**config.mk**
```make
export PLATFORM = sky130hd
export DESIGN_NAME = spi_target_rx
export DESIGN_NICKNAME = d
export VERILOG_FILES = /design/src/rtl/spi_pkg.sv /design/src/rtl/spi_target_rx_sync_2ff.sv /design/src/rtl/spi_target_rx.sv
export SDC_FILE = /design/constraint.sdc
export NUM_CORES = 1
export LEC_CHECK = 0
export ABC_AREA = 1
export ABC_CLOCK_PERIOD_IN_PS = 2800
export CORE_UTILIZATION = 33
export DETAILED_ROUTE_END_ITERATION = 10
export PLACE_DENSITY = 0.56
export SYNTH_ARGS = -nofsm -noshare
export SYNTH_HDL_FRONTEND = slang
export SYNTH_SLANG_ARGS = --single-unit
```
**constraint.sdc**
```tcl
create_clock -name clk -period 2.8 [get_ports clk]
set_clock_uncertainty 0.2 [all_clocks]
set_input_delay 0.28 -clock clk [delete_from_list [all_inputs] [get_ports clk]]
set_output_delay 0.28 -clock clk [all_outputs]
set_load 0.02 [all_outputs]
```
**src/rtl/spi_pkg.sv**
```systemverilog
// Shared definitions for the SPI responder: word size and FSM state encoding.
package spi_pkg;

    // Bits per SPI frame on the FPGA link.
    localparam int SPI_WORD_BITS = 24;

    // Width of the frame bit counter; 2**SPI_CNT_W must exceed SPI_WORD_BITS.
    localparam int SPI_CNT_W = 6;

    // Frame FSM states.
    typedef enum logic [1:0] {
        ST_ARM   = 2'd0,
        ST_IDLE  = 2'd1,
        ST_SHIFT = 2'd2
    } spi_state_t;

endpackage

```
**src/rtl/spi_target_rx_sync_2ff.sv**
```systemverilog
// Two-flop synchroniser for slow asynchronous inputs, with a per-bit reset value.
module sync_2ff #(
    parameter int               WIDTH   = 1,
    parameter logic [WIDTH-1:0] RST_VAL = {WIDTH{1'b0}}
) (
    input  logic             clk,
    input  logic             rst,
    input  logic [WIDTH-1:0] d,
    output logic [WIDTH-1:0] q
);

    logic [WIDTH-1:0] meta_r;
    logic [WIDTH-1:0] sync_r;

    // Capture the asynchronous input and let it settle through a second flop.
    always_ff @(posedge clk or posedge rst) begin
        if (rst) begin
            meta_r <= RST_VAL;
            sync_r <= RST_VAL;
        end else begin
            meta_r <= d;
            sync_r <= meta_r;
        end
    end

    assign q = sync_r;

endmodule

```
**src/rtl/spi_target_rx.sv**
```systemverilog
// SPI mode-0 responder: receives fixed-length MSB-first words, raises a sticky
// interrupt per complete word and returns a status word on MISO in the same frame.
// All SPI pins are oversampled in the clk domain.
module spi_target_rx
    import spi_pkg::*;
#(
    parameter int DATA_BITS = SPI_WORD_BITS,
    parameter int CNT_W     = SPI_CNT_W
) (
    input  logic                 clk,
    input  logic                 rst,
    input  logic                 sclk,
    input  logic                 cs_n,
    input  logic                 mosi,
    output logic                 miso,
    output logic                 miso_oe,
    input  logic [DATA_BITS-1:0] tx_data,
    output logic [DATA_BITS-1:0] rx_data,
    output logic                 rx_interrupt,
    input  logic                 rx_interrupt_clear,
    output logic                 overrun,
    output logic                 frame_err
);

    localparam logic [CNT_W-1:0] CNT_FULL = CNT_W'(DATA_BITS);
    localparam logic [CNT_W-1:0] CNT_MAX  = {CNT_W{1'b1}};

    // Synchronised pins (two flops each).
    logic [1:0] sm_sync_s;
    logic       sclk_s;
    logic       mosi_s;
    logic       cs_s;

    // Third stage for edge detection.
    logic       sclk_d_r;
    logic       cs_d_r;
    logic       sclk_rise_s;
    logic       sclk_fall_s;
    logic       cs_rise_s;
    logic       cs_fall_s;

    // Frame state.
    spi_state_t           state_r;
    logic [1:0]           arm_cnt_r;
    logic [DATA_BITS-1:0] rx_sr_r;
    logic [DATA_BITS-2:0] tx_sr_r;
    logic [CNT_W-1:0]     cnt_r;

    // Output registers.
    logic                 miso_r;
    logic                 miso_oe_r;
    logic [DATA_BITS-1:0] rx_data_r;
    logic                 rx_int_r;
    logic                 overrun_r;
    logic                 frame_err_r;

    // Values after the current cycle's sclk edge, used so a coincident cs_n
    // rise evaluates the frame with the updated count and shift register.
    logic [CNT_W-1:0]     cnt_next_s;
    logic [DATA_BITS-1:0] rx_sr_next_s;
    logic                 frame_end_s;
    logic                 word_done_s;

    sync_2ff #(
        .WIDTH   (2),
        .RST_VAL (2'b00)
    ) u_sync_sclk_mosi (
        .clk (clk),
        .rst (rst),
        .d   ({sclk, mosi}),
        .q   (sm_sync_s)
    );

    // cs_n resets to the deselected level so no false edge appears at reset.
    sync_2ff #(
        .WIDTH   (1),
        .RST_VAL (1'b1)
    ) u_sync_cs (
        .clk (clk),
        .rst (rst),
        .d   (cs_n),
        .q   (cs_s)
    );

    assign sclk_s = sm_sync_s[1];
    assign mosi_s = sm_sync_s[0];

    // Delay the synchronised sclk and cs_n by one more cycle for edge detection.
    always_ff @(posedge clk or posedge rst) begin
        if (rst) begin
            sclk_d_r <= 1'b0;
            cs_d_r   <= 1'b1;
        end else begin
            sclk_d_r <= sclk_s;
            cs_d_r   <= cs_s;
        end
    end

    assign sclk_rise_s = sclk_s & ~sclk_d_r;
    assign sclk_fall_s = ~sclk_s & sclk_d_r;
    assign cs_rise_s   = cs_s & ~cs_d_r;
    assign cs_fall_s   = ~cs_s & cs_d_r;

    // Apply this cycle's sclk rising edge to the count and receive shifter.
    always_comb begin
        cnt_next_s   = cnt_r;
        rx_sr_next_s = rx_sr_r;
        if (sclk_rise_s) begin
            rx_sr_next_s = {rx_sr_r[DATA_BITS-2:0], mosi_s};
            if (cnt_r != CNT_MAX) begin
                cnt_next_s = cnt_r + {{(CNT_W-1){1'b0}}, 1'b1};
            end else begin
                cnt_next_s = cnt_r;
            end
        end else begin
            cnt_next_s   = cnt_r;
            rx_sr_next_s = rx_sr_r;
        end
    end

    assign frame_end_s = (state_r == ST_SHIFT) && cs_rise_s;
    assign word_done_s = frame_end_s && (cnt_next_s == CNT_FULL);

    // Frame FSM, shifters, interrupt handshake and all registered outputs.
    always_ff @(posedge clk or posedge rst) begin
        if (rst) begin
            state_r     <= ST_ARM;
            arm_cnt_r   <= 2'd0;
            rx_sr_r     <= {DATA_BITS{1'b0}};
            tx_sr_r     <= {(DATA_BITS-1){1'b0}};
            cnt_r       <= {CNT_W{1'b0}};
            miso_r      <= 1'b0;
            miso_oe_r   <= 1'b0;
            rx_data_r   <= {DATA_BITS{1'b0}};
            rx_int_r    <= 1'b0;
            overrun_r   <= 1'b0;
            frame_err_r <= 1'b0;
        end else begin
            frame_err_r <= 1'b0;

            // A completing word beats a simultaneous clear; the clear still
            // keeps overrun from being raised.
            if (word_done_s) begin
                rx_data_r <= rx_sr_next_s;
                rx_int_r  <= 1'b1;
                overrun_r <= ~rx_interrupt_clear & (overrun_r | rx_int_r);
            end else if (rx_interrupt_clear) begin
                rx_int_r  <= 1'b0;
                overrun_r <= 1'b0;
            end else begin
                rx_int_r  <= rx_int_r;
                overrun_r <= overrun_r;
            end

            case (state_r)
                ST_ARM: begin
                    // The synchroniser holds its reset value for a few cycles,
                    // so only trust cs_n once real pin samples have arrived.
                    if (arm_cnt_r != 2'd3) begin
                        arm_cnt_r <= arm_cnt_r + 2'd1;
                    end else if (cs_s) begin
                        state_r <= ST_IDLE;
                    end else begin
                        state_r <= ST_ARM;
                    end
                end
                ST_IDLE: begin
                    if (cs_fall_s) begin
                        tx_sr_r   <= tx_data[DATA_BITS-2:0];
                        cnt_r     <= {CNT_W{1'b0}};
                        miso_r    <= tx_data[DATA_BITS-1];
                        miso_oe_r <= 1'b1;
                        state_r   <= ST_SHIFT;
                    end else begin
                        state_r <= ST_IDLE;
                    end
                end
                ST_SHIFT: begin
                    rx_sr_r <= rx_sr_next_s;
                    cnt_r   <= cnt_next_s;
                    if (cs_rise_s) begin
                        miso_oe_r <= 1'b0;
                        miso_r    <= 1'b0;
                        state_r   <= ST_IDLE;
                        if (cnt_next_s != CNT_FULL) begin
                            frame_err_r <= 1'b1;
                        end else begin
                            frame_err_r <= 1'b0;
                        end
                    end else if (sclk_fall_s) begin
                        // Zero fill means MISO reads 0 once the word is exhausted.
                        miso_r  <= tx_sr_r[DATA_BITS-2];
                        tx_sr_r <= {tx_sr_r[DATA_BITS-3:0], 1'b0};
                    end else begin
                        state_r <= ST_SHIFT;
                    end
                end
                default: begin
                    state_r <= ST_ARM;
                end
            endcase
        end
    end

    assign miso         = miso_r;
    assign miso_oe      = miso_oe_r;
    assign rx_data      = rx_data_r;
    assign rx_interrupt = rx_int_r;
    assign overrun      = overrun_r;
    assign frame_err    = frame_err_r;

endmodule
```
; After elaboration in Yosys (flattened, before gate mapping)
; Index checks and enable logic that the tools add are counted.
; W data, S select, Z words.
[word_totals]
register_bits = 94
input_bits = 30
word_cells = 82
[classes]
add_sub_neg = 2
n_eq_ne = 13
n_mux = 28
n_reduce_logical = 11
bitwise = 11
[ops]
columns = operator, count
row1 = $mux W23, 3
row2 = $pmux W23 S2, 1
row3 = $mux W24, 1
row4 = $mux W6, 3
row5 = $mux W1, 12
row6 = $ne A2 B2 Y1 const B, 6
row7 = $pmux W6 S2, 1
row8 = $mux W2, 4
row9 = $add A6 B1 Y6 const B, 1
row10 = $eq A6 B5 Y1 const B, 1
row11 = $ne A3 B3 Y1 const B, 2
row12 = $ne A6 B5 Y1 const B, 1
row13 = $ne A6 B6 Y1 const B, 1
row14 = $pmux W2 S3, 1
row15 = $reduce_and A2 Y1, 3
row16 = $reduce_and A3 Y1, 2
row17 = $and A1 B1 Y1, 5
row18 = $not A1 Y1, 5
row19 = $pmux W1 S2, 2
row20 = $reduce_and A4 Y1, 1
row21 = $reduce_bool A2 Y1, 2
row22 = $add A2 B1 Y2 const B, 1
row23 = $eq A2 B1 Y1 const B, 1
row24 = $eq A2 B2 Y1 const B, 1
row25 = other kinds (3), 4

; Depth between registers and ports, before layout
[logic_depth]
word_depth = 7
depth_mapped = 13
depth_no_buf = 12

; Modules after synthesis
; A second synthesis with hierarchy kept.
[unflattened]
hier_cells = 506
area_unflattened_um2 = 4317.9
[modules_own_cells]
columns = module, cells_per_inst, instances, area_each_um2
row1 = spi_target_rx, 498, 1, 4157.7
row2 = sync_2ff at u_sync_sclk_mosi, 5, 1, 103.8
row3 = sync_2ff at u_sync_cs, 3, 1, 56.3

; Worst setup path before layout
; OpenSTA, ideal clock, no wires.
[synth_timing]
path_type = reg-to-reg
startpoint = reg cnt_r[0]
endpoint = reg rx_data_r[17], in the netlist rx_data[17]
setup_slack_ns = 0.879
required_time_ns = 2.482
stages_incl_launch_ff = 13
arrival_time_ns = 1.603
n_path_buf = 1
path_cell_list = dfrtp_1 ha_1 nand2_2 nor2_4 nand2_4 nand2_1 a21oi_2 inv_2 nor2_4 nand3_4 buf_6 nand2_1 nand2_1
[synth_between]
elab_chain_cells = 5
[synth_rtl]
columns = element, line_no
row1 = start: declaration, spi_target_rx.sv:47  ; logic [CNT_W-1:0] cnt_r;
row2 = start signal: assignment, spi_target_rx.sv:131  ; cnt_r <= {CNT_W{1'b0}};
row3 = start signal: assignment, spi_target_rx.sv:170  ; cnt_r <= {CNT_W{1'b0}};
row4 = start signal: assignment, spi_target_rx.sv:180  ; cnt_r <= cnt_next_s;
row5 = $add A6 B1 Y6 or $ne A6 B6 Y1 (tied branches), "spi_target_rx.sv:111, spi_target_rx.sv:110"
row6 = $mux W6, spi_target_rx.sv:110  ; if (cnt_r != CNT_MAX) begin
row7 = $mux W6 (*), spi_target_rx.sv:108  ; if (sclk_rise_s) begin
row8 = $eq A6 B5 Y1 (*), spi_target_rx.sv:122  ; assign word_done_s = frame_end_s && (cnt_next_s == CNT_FULL);
row9 = $logic_and A1 B1 Y1 (*), spi_target_rx.sv:122
row10 = end signal: assignment, spi_target_rx.sv:134  ; rx_data_r <= {DATA_BITS{1'b0}};
row11 = end signal: assignment, spi_target_rx.sv:144  ; rx_data_r <= rx_sr_next_s;
row12 = end: declaration, spi_target_rx.sv:52  ; logic [DATA_BITS-1:0] rx_data_r;
; Every way passes the cells marked *; elsewhere a longest branch is shown, timed or not.
; A chain may end at the register's enable or synchronous reset.

; Final worst setup path
[layout_timing]
startpoint = reg state_r[0]
endpoint = reg tx_sr_r[19]
[layout_between]
elab_chain_cells = 3
[layout_rtl]
columns = element, line_no
row1 = start: declaration, spi_target_rx.sv:43  ; spi_state_t state_r;
row2 = start signal: assignment, spi_target_rx.sv:127  ; state_r <= ST_ARM;
row3 = start signal: assignment, spi_target_rx.sv:162  ; state_r <= ST_IDLE;
row4 = start signal: assignment, spi_target_rx.sv:164  ; state_r <= ST_ARM;
row5 = $eq A2 B1 Y1 or $eq A2 B2 Y1 (tied branches), spi_target_rx.sv:155  ; case (state_r)
row6 = $ne A2 B2 Y1 (no line) or $reduce_bool A2 Y1 (tied branches), -
row7 = $reduce_and A4 Y1 (no line), -
row8 = end signal: assignment, spi_target_rx.sv:130  ; tx_sr_r <= {(DATA_BITS-1){1'b0}};
row9 = end signal: assignment, spi_target_rx.sv:169  ; tx_sr_r <= tx_data[DATA_BITS-2:0];
row10 = end signal: assignment, spi_target_rx.sv:193  ; tx_sr_r <= {tx_sr_r[DATA_BITS-3:0], 1'b0};
row11 = end: declaration, spi_target_rx.sv:46  ; logic [DATA_BITS-2:0] tx_sr_r;
; Several ways; a longest one is shown, not always the timed one.

==> results by group <==
Timing
  – Final Max Slew Viols: 0
  – Final Hold Fails: 0
  – Period minus WS final: 2.24 ns
  – Fin crit share: 80.0%
  – Achievable clock frequency: 0.446 GHz
  – Setup TNS: 0 ns
  – Max_slew headroom: between 50% and 60%
  – Worst hold margin: 0.150 ns
  – Final Setup Violations: 0
  – Actual slew at the worst max-slew pin: 0.704 ns
  – Unrepaired setup endpoints after global routing: no

Clocking
  – H-tree levels: 3
  – Hold bufs inserted after CTS: 0
  – Post-CTS Setup Bufs: 0
  – Total CTS buffers: 9
  – CTS tree: done
  – Clk sinks: 94
  – Gates resized, CTS repair: 0
  – Worst-path clk slew: 0.06 ns
  – CTS max path bufs: 2
  – Root Buffer: clkbuf_16
  – Clock Latency Late Sink: 0.34 ns

Drt
  – DRT antenna net count: 0
  – Drt initial violations: approximately 180
  – Via count: 3450
  – Vias per cell: approximately 4.7
  – DRC errors left: 0
  – Wire per inst: 12.3 µm
  – First-pass DRT Iterations: 4
  – Final wirelength: ~9100 µm

Power
  – Peak VDD IR: 0.346 mV
  – Static Leak: 2.45 nW
  – PwrDens: 717 nW/µm²

GRT
  – Antenna violations before repair: 0
  – First-pass GRT wire length: between 15000 and 20000 µm
  – GRT Overall Usage: 14.2%
  – GR Overflow Total: 0
  – Largest net degree at the start of global routing: 47
  – Vias in the first global route: 3367

Worst setup path
  – Worst Path Required: 2.83 ns
  – Crit-path max FO: 46
  – Crit end category: flop
  – Slowest stage delay, CP: 0.54 ns
  – Critical Path, Cell by Cell: nor2_4 -> inv_1 -> nor2_1 -> nand2_1 -> nand2_2 -> o211ai_1 -> o21ai_0
  – Buf/Inv on CP: 1
  – WS Path Type: reg -> reg
  – CP Launch Point: state_r[0]
  – Critical Path Slowest Stage Cell: nand2_2
  – Nature of the critical path startpoint: flop
  – Critical path's top delay family: simple AND/OR/NAND/NOR gates
  – Worst Path Arrival: 2.27 ns
  – RR Startpoint: state_r[0]

Synth
  – Syn Area/Cell: 8.54 µm²
  – Synth Register Bits: 94
  – Number of enable flip-flop cells after synthesis: 0
  – Yosys cell types: 32
  – Top cells by area, synth: dfrtp_1 52%, nand2_1 13%, o21ai_0 8.3%
  – Register area share after synthesis: 53.6%
  – Synth cell count leaders: 148 x nand2_1, 91 x dfrtp_1, 73 x o21ai_0
  – Synth Cell Area: 4390 µm²
  – Area fraction of the dominant cell type after synthesis: 51.9%
  – Most numerous cell in the Yosys netlist: nand2_1
  – Post-Synthesis Cells: approximately 510
  – Asr flop ratio synth: 100%
  – Syn. warnings: 0
  – Synth area leader: dfrtp_1
  – Dominant synthesized flop cell: dfrtp_1
  – Syn_nets: 546

Placement
  – Post-DP Area: 5120 µm²
  – Port buffer count: 58
  – Post-DP HPWL: 6010 µm
  – Final RePlAce weighted congestion: 0.789

Floorplan
  – Row count: between 40 and 50
  – Die height: about 120 µm
  – Die ar.: around 14000 µm²
  – CORE AREA: around 13000 µm²
  – I/O pin cnt: 59
  – Die W: around 120 µm
  – Initial Util: 34.4%

Final layout
  – Final Cell Area: between 5000 and 6000 µm²
  – Ant. Diodes: 0
  – Nets: 593
  – Layout Utilization: 42.8%
  – Layout cell share with drive strength beyond 1: 9.19%
  – Layout area overhead: 24.5%

Outcome
  – Status: finished, final reports clean

Hold path
  – Hold Crit Start: u_sync_sclk_mosi.meta_r[1]
  – Hold Crit Class: reg -> reg

Flow run
  – Max_cap viols: 0
## area by class of cell
| class | instances | area, µm² |
|---|---|---|
| clock buffer | 10 | 239 |
| clock inverter | 6 | 109 |
| fill | 1237 | 7310 |
| inverter | 66 | 251 |
| multi-input combinational | 325 | 1640 |
| sequential | 94 | 2360 |
| tap | 172 | 215 |
| timing repair buffer | 65 | 658 |
## state kept, by name, summed over array words and instances (netlist names), 2 cells and up
name / cells
arm_cnt_r: 2
tx_sr_r: 23
state_r: 2
u_sync_sclk_mosi.meta_r: 2
cnt_r: 6
u_sync_sclk_mosi.q: 2
rx_data: 24
rx_sr_r: 24
## cells by family (layout without fill, tap and decap cells)
logic type | Yosys count | in the layout | synth area share [%]
adders and majority gates | 2 | 2 | 0.570
and+or+nand+nor | 214 | 214 | 22.4
xor gates and xnor gates | 2 | 2 | 0.399
AOI/OAI and AO/OA | 106 | 106 | 13.5
DFF | 94 | 94 | 53.6
muxes | 1 | 1 | 0.256
buffers and inverters | 95 | 147 | 9.23
## metal layers
layer | part of all wire (%) | GRT usage, % | vias up | wire length (µm)
li1 | - | - | 1767 | -
met1 | 48 | 18.2 | 1605 | 4310
met2 | 47 | 23.0 | 66 | 4230
met3 | 4.5 | 4.13 | 12 | 411
met4 | 1.2 | 4.14 | 0 | 113
met5 | 0 | 0 | - | 0
## where the power goes
group	total [mW]	leakage, nW	internal (mW)	switching (mW)
Combinational	0.828	1.05	0.271	0.557
Clock	1.40	0.172	0.895	0.507
Sequential	1.69	1.23	1.59	0.0981
Total	3.92	2.45	2.75	1.16
## worst paths after layout
check / end / slack [ns] / depth (start not counted)
setup / recovery: tx_sr_r[19] / 0.56 / 7
hold / removal: u_sync_sclk_mosi.q[1] / 0.15 / 0
setup reg to reg: tx_sr_r[19] / 0.56 / 7
hold reg to reg: u_sync_sclk_mosi.q[1] / 0.15 / 0
max in group asynchronous: u_sync_cs.q / 1.57 / 3
min in group asynchronous: rx_data[18] / 0.17 / 2
## through the flow
step / std cells / worst slack [ns] / total power, mW
floorplan: 514 / 0.879 / 2.30
global placement: 722 / 0.628 / 2.52
detailed placement: 722 / 0.544 / 2.54
CTS: 738 / 0.530 / 3.97
global route: 738 / 0.237 / 4.17
finish: 738 / 0.560 / 3.92
## cell usage in the layout, fill, tap and decap left out, drive strengths merged, types with 2 or more instances in the layout
| master | Yosys | routed |
|---|---|---|
| o22ai | 4 | 4 |
| nand3b | 2 | 2 |
| nand4 | 26 | 26 |
| o21ai | 74 | 74 |
| clkdlybuf4s50 | 0 | 58 |
| ha | 2 | 2 |
| dfstp | 3 | 3 |
| nor2 | 18 | 18 |
| o211ai | 19 | 19 |
| xnor2 | 2 | 2 |
| clkinv | 1 | 4 |
| inv | 65 | 64 |
| nand3 | 11 | 11 |
| a21oi | 5 | 5 |
| a31oi | 3 | 3 |
| buf | 18 | 7 |
| nand2 | 157 | 157 |
| clkbuf | 11 | 10 |
| bufinv | 0 | 3 |
| dfrtp | 91 | 91 |
## worst reg2reg max path, stage by stage, from the launching register on
cell and delay (ns):
dfrtp_1 0.43, nor2_4 0.25, inv_1 0.09, nor2_1 0.20, nand2_1 0.13, nand2_2 0.54, o211ai_1 0.17, o21ai_0 0.13
No activity file was read; power rests on OpenSTA's default activity.
